## src/rtl/red_pitaya_pll_lock_seq.sv

```systemverilog
// MMCM lock monitor and ADC/DAC reset sequencer, clocked by the free-running reference clock.
// Optional statistics counters are built only when PLL_LOCK_STATS_EN is defined.
module red_pitaya_pll_lock_seq #(
  parameter int LOCK_CYC    = 1024,
  parameter int STAGE_CYC   = 16,
  parameter int TIMEOUT_CYC = 65536,
  parameter int PLLRST_CYC  = 8,
  parameter int CNT_W       = 16
) (
  input  logic             clk,
  input  logic             rst,
  input  logic             pll_locked_i,
  input  logic             stats_clr_i,
  output logic             pll_rst_o,
  output logic             rst_adc_o,
  output logic             rst_dac_o,
  output logic             ready_o,
  output logic [CNT_W-1:0] loss_cnt_o,
  output logic [CNT_W-1:0] retry_cnt_o
);

  function automatic int max2(input int a, input int b);
    return (a > b) ? a : b;
  endfunction

  localparam int MAX_CYC = max2(max2(LOCK_CYC, STAGE_CYC), max2(TIMEOUT_CYC, PLLRST_CYC));
  localparam int TW      = $clog2(MAX_CYC) + 1;

  localparam logic [TW-1:0] LOCK_LD    = TW'(LOCK_CYC - 1);
  localparam logic [TW-1:0] STAGE_LD   = TW'(STAGE_CYC - 1);
  localparam logic [TW-1:0] TIMEOUT_LD = TW'(TIMEOUT_CYC - 1);
  localparam logic [TW-1:0] PLLRST_LD  = TW'(PLLRST_CYC - 1);

  typedef enum logic [2:0] {
    ST_PLLRST,
    ST_WAIT,
    ST_STABLE,
    ST_REL_ADC,
    ST_RUN
  } state_e;

  state_e        state_q, state_d;
  logic [TW-1:0] cnt_q, cnt_d;
  logic          sync1_q, lock_s_q;
  logic          pll_rst_q, pll_rst_d;
  logic          rst_adc_q, rst_adc_d;
  logic          rst_dac_q, rst_dac_d;
  logic          ready_q, ready_d;
  logic          inc_loss, inc_retry;

  // NOTE: sequential state is written with non-blocking assignments so every flop samples
  // pre-edge values; blocking here would let sync1_q fall straight through to lock_s_q.
  always_ff @(posedge clk) begin
    if (rst) begin
      sync1_q  <= 1'b0;
      lock_s_q <= 1'b0;
    end else begin
      sync1_q  <= pll_locked_i;
      lock_s_q <= sync1_q;
    end
  end

  // NOTE: every always_comb output gets a default before the case, so no path leaves a
  // variable unassigned and no latch is inferred.
  always_comb begin
    state_d   = state_q;
    inc_loss  = 1'b0;
    inc_retry = 1'b0;
    case (state_q)
      ST_PLLRST: begin
        if (cnt_q == '0) state_d = ST_WAIT;
      end
      ST_WAIT: begin
        // A lock arriving on the timeout cycle takes priority over the retry.
        if (lock_s_q) begin
          state_d = ST_STABLE;
        end else if (cnt_q == '0) begin
          state_d   = ST_PLLRST;
          inc_retry = 1'b1;
        end
      end
      ST_STABLE: begin
        if (!lock_s_q)          state_d = ST_WAIT;
        else if (cnt_q == '0)   state_d = ST_REL_ADC;
      end
      ST_REL_ADC: begin
        if (!lock_s_q)          state_d = ST_WAIT;
        else if (cnt_q == '0)   state_d = ST_RUN;
      end
      ST_RUN: begin
        if (!lock_s_q) begin
          state_d  = ST_WAIT;
          inc_loss = 1'b1;
        end
      end
      default: state_d = ST_PLLRST;
    endcase
  end

  // The single down-counter reloads whenever a new state is entered.
  always_comb begin
    cnt_d = cnt_q;
    if (state_d != state_q) begin
      case (state_d)
        ST_PLLRST:  cnt_d = PLLRST_LD;
        ST_WAIT:    cnt_d = TIMEOUT_LD;
        ST_STABLE:  cnt_d = LOCK_LD;
        ST_REL_ADC: cnt_d = STAGE_LD;
        default:    cnt_d = '0;
      endcase
    end else if (cnt_q != '0) begin
      cnt_d = cnt_q - TW'(1);
    end
  end

  // Outputs are decoded from the current state and registered, so they trail the state by one edge.
  always_comb begin
    pll_rst_d = (state_q == ST_PLLRST);
    rst_adc_d = !((state_q == ST_REL_ADC) || (state_q == ST_RUN));
    rst_dac_d = (state_q != ST_RUN);
    ready_d   = (state_q == ST_RUN);
  end

  always_ff @(posedge clk) begin
    if (rst) begin
      state_q   <= ST_PLLRST;
      cnt_q     <= PLLRST_LD;
      pll_rst_q <= 1'b1;
      rst_adc_q <= 1'b1;
      rst_dac_q <= 1'b1;
      ready_q   <= 1'b0;
    end else begin
      state_q   <= state_d;
      cnt_q     <= cnt_d;
      pll_rst_q <= pll_rst_d;
      rst_adc_q <= rst_adc_d;
      rst_dac_q <= rst_dac_d;
      ready_q   <= ready_d;
    end
  end

  assign pll_rst_o = pll_rst_q;
  assign rst_adc_o = rst_adc_q;
  assign rst_dac_o = rst_dac_q;
  assign ready_o   = ready_q;

`ifdef PLL_LOCK_STATS_EN
  logic [CNT_W-1:0] loss_cnt_q, loss_cnt_d;
  logic [CNT_W-1:0] retry_cnt_q, retry_cnt_d;

  // Clear beats a coincident increment; both counters stick at all-ones.
  always_comb begin
    loss_cnt_d  = loss_cnt_q;
    retry_cnt_d = retry_cnt_q;
    if (stats_clr_i) begin
      loss_cnt_d  = '0;
      retry_cnt_d = '0;
    end else begin
      if (inc_loss && (loss_cnt_q != '1))   loss_cnt_d  = loss_cnt_q + CNT_W'(1);
      if (inc_retry && (retry_cnt_q != '1)) retry_cnt_d = retry_cnt_q + CNT_W'(1);
    end
  end

  always_ff @(posedge clk) begin
    if (rst) begin
      loss_cnt_q  <= '0;
      retry_cnt_q <= '0;
    end else begin
      loss_cnt_q  <= loss_cnt_d;
      retry_cnt_q <= retry_cnt_d;
    end
  end

  assign loss_cnt_o  = loss_cnt_q;
  assign retry_cnt_o = retry_cnt_q;
`else
  logic unused_stats;
  assign unused_stats = ^{stats_clr_i, inc_loss, inc_retry};
  assign loss_cnt_o   = '0;
  assign retry_cnt_o  = '0;
`endif

endmodule
```

## config.mk

```make
export PLATFORM = sky130hd
export DESIGN_NAME = red_pitaya_pll_lock_seq
export DESIGN_NICKNAME = d
export VERILOG_FILES = /design/src/rtl/red_pitaya_pll_lock_seq.sv
export SDC_FILE = /design/constraint.sdc
export NUM_CORES = 1
export LEC_CHECK = 0
export ABC_AREA = 1
export CORE_UTILIZATION = 55
export CTS_CLUSTER_SIZE = 14
export DETAILED_ROUTE_END_ITERATION = 8
export PLACE_DENSITY = 0.85
export SYNTH_ARGS = -nofsm -noshare
export SYNTH_HDL_FRONTEND = slang
export SYNTH_SLANG_ARGS = --single-unit
```

## constraint.sdc

```tcl
create_clock -name clk -period 3.18 [get_ports clk]
set_input_delay 0.477 -clock clk [delete_from_list [all_inputs] [get_ports clk]]
set_output_delay 0.477 -clock clk [all_outputs]
set_load 0.03 [all_outputs]
```

Word level (Yosys, flattened, before mapping)
Cells that the tools add are included.
{ "op_classes": {"addsub": 1, "mux": 12, "eq_ne": 9, "reduce_logical": 7} }
{ "ops": {"columns": ["operator", "n"], "rows": [
  ["one-hot mux 16 bit (4 select lines)", 1],
  ["2-to-1 mux 17 bit", 2],
  ["2-to-1 mux 3 bit", 8],
  ["zero test 17 bit", 1],
  ["nonzero test 17 bit", 1],
  ["subtractor 17 x 1 -> 17 bit (second input constant)", 1],
  ["one-hot mux 3 bit (5 select lines)", 1],
  ["== test 3 x 2 -> 1 bit (second input constant)", 4],
  ["== test 3 x 1 -> 1 bit (second input constant)", 2],
  ["zero test 3 bit", 2],
  ["== test 3 bit (second input constant)", 1],
  ["inequality test 3 bit", 1],
  ["inequality test 3 bit (second input constant)", 1],
  ["nonzero test 2 bit", 1],
  ["zero test 1 bit", 1],
  ["logical OR 1 bit", 1]
]} }
{ "totals": {"register_bits": 26, "input_bits": 4} }

Logic depth before layout (Yosys ltp)
{ "depth": {"depth_word": 7, "ltp_mapped": 16} }

Worst setup path after synthesis
Ideal clock, no wire load.
{ "synth_path": {"path_kind": "register -> register", "startpoint": "reg cnt_q[0]", "endpoint": "reg cnt_q[0]", "path_stages_with_launch": 15, "setup_ps": 128, "setup_slack_ps": 1475, "arrival_time_ps": 1577, "cell_sequence": "dfxtp_1 -> inv_1 -> ha_1 -> inv_1 -> nor2_1 -> nand2_2 -> nor2_4 -> nand2_4 -> nand2_4 -> nand2_2 -> nand2_2 -> nand2_4 -> buf_8 -> nand3_1 -> nand4_1"} }
{ "synth_via": {"elab_chain_cells": 7, "word_cells_on_any_way": 20, "cone_classes": "add/sub: 1; eq/ne: 4; mux: 11; reduce/logical: 4"} }
{ "synth_rtl": {"columns": ["element", "line_no", "rtl"], "rows": [
  ["from (decl)", "43", "logic [TW-1:0] cnt_q, cnt_d;"],
  ["from (signal assigned)", "134", "cnt_q <= cnt_d;"],
  ["zero test 17 bit", null, null],
  ["2-to-1 mux 3 bit (on tied branches)", "88, 77, 84", null],
  ["2-to-1 mux 3 bit (on tied branches)", "87, 75, 83", null],
  ["one-hot mux 3 bit (5 select lines)", "69", "case (state_q)"],
  ["== test 3 x 2 -> 1 bit (tied with other cells)", "104", "case (state_d)"],
  ["one-hot mux 16 bit (4 select lines)", "104", null],
  ["2-to-1 mux 17 bit", "103", "if (state_d != state_q) begin"]
]} }
Several ways; a longest one is shown, not always the timed one. The select of a mux whose other input is x is not followed.
A chain may end at the register's enable or synchronous reset.

Final worst setup path
{ "layout_path": {"startpoint": "reg cnt_q[0]", "endpoint": "reg cnt_q[4]"} }
Same word-level chain as after synthesis.

==> results.sh <==
export IMPL_critPathLaunch="cnt_q[0]$_SDFFE_PP1P_"
export IMPL_p_per_area_mw_per_mm2=415
export IMPL_dieHeight_um=60.5
export IMPL_synth_top_area_cell="dfxtp_1"
export IMPL_regArea_sq_um=520
export IMPL_worst_pin_slew_ns=0.722
export IMPL_fillers=319
export IMPL_htree_levels=1
export IMPL_power_leakage_nw=0.928
export IMPL_cp_arrival_ns=2.51
export IMPL_core_sq_mm=0.00315
export IMPL_place_area_sq_mm=0.00184
export IMPL_drive_gt1_share_pct=16.1
export IMPL_num_antenna_cells=0
export IMPL_r2r_start="cnt_q[0]$_SDFFE_PP1P_"
export IMPL_endpoint_kind="flop"
export IMPL_synth_cell_types=32
export IMPL_total_power_uw=785
export IMPL_cts_hold_fix_buffers=0
export IMPL_ant_nets=0
export IMPL_setup_violations=0
export IMPL_cp_max_fo=14
export IMPL_cp_endpoint="cnt_q[4]$_SDFFE_PP0P_"
export IMPL_worstRegToRegCells=14
export IMPL_postSynthAreaPerCell_sq_um=7.53
export IMPL_dpl_hpwl_mm=2.46
export IMPL_fin_skew_ns=0.00558
export IMPL_yosysWarningCount=0
export IMPL_drt_iter0_markers=50
export IMPL_place_congestion=0.869
export IMPL_cts_inserted_buffers=3
export IMPL_numPortBuffers=6
export IMPL_seq_area_frac_synth_pct=27.7
export IMPL_cts_resized=0
export IMPL_cts_sinks=26
export IMPL_wirelength_mm=3.22
export IMPL_cp_data_required_time_ns=3.45
export IMPL_vias_per_cell=4.90
export IMPL_rsz0062_at_grt="no"
export IMPL_start_util_pct=59.7
export IMPL_die_w_um=60.5
export IMPL_die_area_sq_mm=0.00366
export IMPL_period_minus_slack_ns=2.24
export IMPL_max_cap_violations=0
export IMPL_max_slew_margin_pct=51.6
export IMPL_r2r_end="cnt_q[4]$_SDFFE_PP0P_"
export IMPL_synth_area_leaders="dfxtp_1 (28%), buf_4 (13%), nand2_1 (7.6%), nor2_1 (7.2%), nand3_1 (5.3%)"
export IMPL_fin_area_sq_mm=0.00189
export IMPL_wl_per_cell_um=10.8
export IMPL_grt_total_usage_pct=20.5
export IMPL_vias=1465
export IMPL_remaining_drc_errors=0
export IMPL_ir_worst_vdd_v=0.000236
export IMPL_post_cts_buffers=0
export IMPL_grt_pass1_wl_mm=5.64
export IMPL_finalHoldViolCount=0
export IMPL_areaGrowthSynthToFinish_pct=0.465
export IMPL_critPathKind="flop to flop"
export IMPL_cts_tree="yes"
export IMPL_antenna_found_initial=0
export IMPL_fmax_ghz=0.446
export IMPL_final_max_slew_viol_count=0
export IMPL_clock_path_buffers=2
export IMPL_ys_ff_latch=26
export IMPL_grt_overflow_total=0
export IMPL_fin_crit_sh_pct=70.5
export IMPL_status="finished clean"
export IMPL_grt_max_degree=20
export IMPL_rows=20
export IMPL_insertion_delay_ns=0.33
export IMPL_dr_pass1_iters=4
export IMPL_grt_pass1_vias=1235
export IMPL_cts_root_buf="clkbuf_4"
export IMPL_hold_class="flop to flop"
export IMPL_path_clk_slew_ns=0.14
export IMPL_syn_inst=250
export IMPL_multi_input_area_sq_mm=0.00112
export IMPL_synth_top_area_share_pct=27.7
export IMPL_fin_util_pct=60.0
export IMPL_final_setup_tns_ns=0
export IMPL_netlist_area_sq_mm=0.00188
export IMPL_cp_start_kind="flop"
export IMPL_nets=262
export IMPL_boundaryPins=40
export IMPL_rrSetupSlack_ns=0.94
## worst min-delay path by stage
stage	slack (ns)	from	depth (start not counted)	endpoint
2_1_floorplan	0.39	sync1_q$_SDFF_PP0_	2	lock_s_q$_SDFF_PP0_
3_3_place_gp	0.39	sync1_q$_SDFF_PP0_	2	lock_s_q$_SDFF_PP0_
3_5_place_dp	0.40	sync1_q$_SDFF_PP0_	2	lock_s_q$_SDFF_PP0_
4_1_cts	0.42	sync1_q$_SDFF_PP0_	2	lock_s_q$_SDFF_PP0_
5_1_grt	0.46	sync1_q$_SDFF_PP0_	2	lock_s_q$_SDFF_PP0_
6_report	0.41	sync1_q$_SDFF_PP0_	2	lock_s_q$_SDFF_PP0_
## cells in the mapped netlist (all sizes together)
| library cell | instances |
|---|---|
| a21oi | 7 |
| xor2 | 10 |
| dfxtp | 26 |
| nor4 | 1 |
| nand2 | 52 |
| o211ai | 9 |
| nor2 | 45 |
| nand3 | 21 |
| buf | 35 |
| ha | 2 |
| clkbuf | 1 |
| nor3 | 3 |
| nand4 | 9 |
| o31ai | 1 |
| o21ai | 1 |
| xnor2 | 4 |
| conb | 1 |
| inv | 22 |
## layer usage
layer | GRT usage (%) | routed length (um) | vias to the layer above
met5 | 0 | 0 | -
met4 | 9.74 | 59 | 0
met3 | 2.56 | 143 | 5
met2 | 31.1 | 1450 | 48
met1 | 28.9 | 1570 | 661
li1 | - | - | 751
## layout by cell type, fill, tap and decap left out
cell             instances
nand3_1                 20
o211ai_2                 6
xnor2_1                  4
nor3_1                   2
nor2_4                   5
nand3_2                  1
o31ai_1                  1
nand4_4                  1
clkdlybuf4s50_1          6
bufinv_16                1
nand2_1                 38
ha_1                     2
nor2_2                   4
clkbuf_4                 3
dfxtp_1                 26
nor3_2                   1
nand4_1                  8
nor4_1                   1
inv_1                   18
inv_2                    4
nand2_2                  8
nand2_8                  1
o21ai_0                  1
a21oi_1                  7
conb_1                  32
o211ai_1                 2
xor2_1                  10
o211ai_4                 1
nor2_1                  36
nand2_4                  5
## power breakdown
| group | leakage [nW] | switching, mW | total, mW | internal, mW |
|---|---|---|---|---|
| Clock | 0.0279 | 0.0987 | 0.226 | 0.128 |
| Sequential | 0.211 | 0.0184 | 0.360 | 0.342 |
| Combinational | 0.690 | 0.140 | 0.198 | 0.0579 |
| Total | 0.928 | 0.257 | 0.785 | 0.528 |
## cell families after synthesis
kind of cell	Yosys count	synth area share (%)
simple gates	131	36.8
buf+inv	58	19.0
flops	26	27.7
compound gates	18	8.44
xor+xnor	14	6.52
fa+ha+maj	2	1.33
other cells	1	0.199
## registers in the layout, summed over array words and instances, names as in the netlist
signal     cells
rst_dac_o      1
lock_s_q       1
rst_adc_o      1
ready_o        1
state_q        3
cnt_q         17
pll_rst_o      1
sync1_q        1
## area by class of cell
cell class / count / area share [%]
clock inverter: 1 / 1.59
multi-input combinational: 197 / 59.2
clock buffer: 3 / 1.19
timing repair buffer: 6 / 3.18
tap: 44 / 2.91
sequential: 26 / 27.5
inverter: 22 / 4.37
## worst max-delay path, stage by stage, from the launching register on
cell and delay, ns:
dfxtp_1 0.37, inv_1 0.12, ha_1 0.21, inv_1 0.05
nor2_1 0.12, nand2_2 0.08, nor2_4 0.12, nand2_4 0.08
inv_1 0.42, nand3_1 0.13, nand3_1 0.11, nand2_1 0.05
nand2_1 0.06, nand2_2 0.10, a21oi_1 0.16
## metrics by stage
step / hold slack [ns] / worst slack [ns] / std cells
final: 0.415 / 0.938 / 299
after global routing: 0.457 / 0.709 / 299
after CTS: 0.416 / 0.934 / 299
after detailed placement: 0.397 / 0.972 / 295
after global placement: 0.391 / 1.07 / 295
after floorplan: 0.388 / 1.47 / 281
No activity file was read; power rests on OpenSTA's default activity.
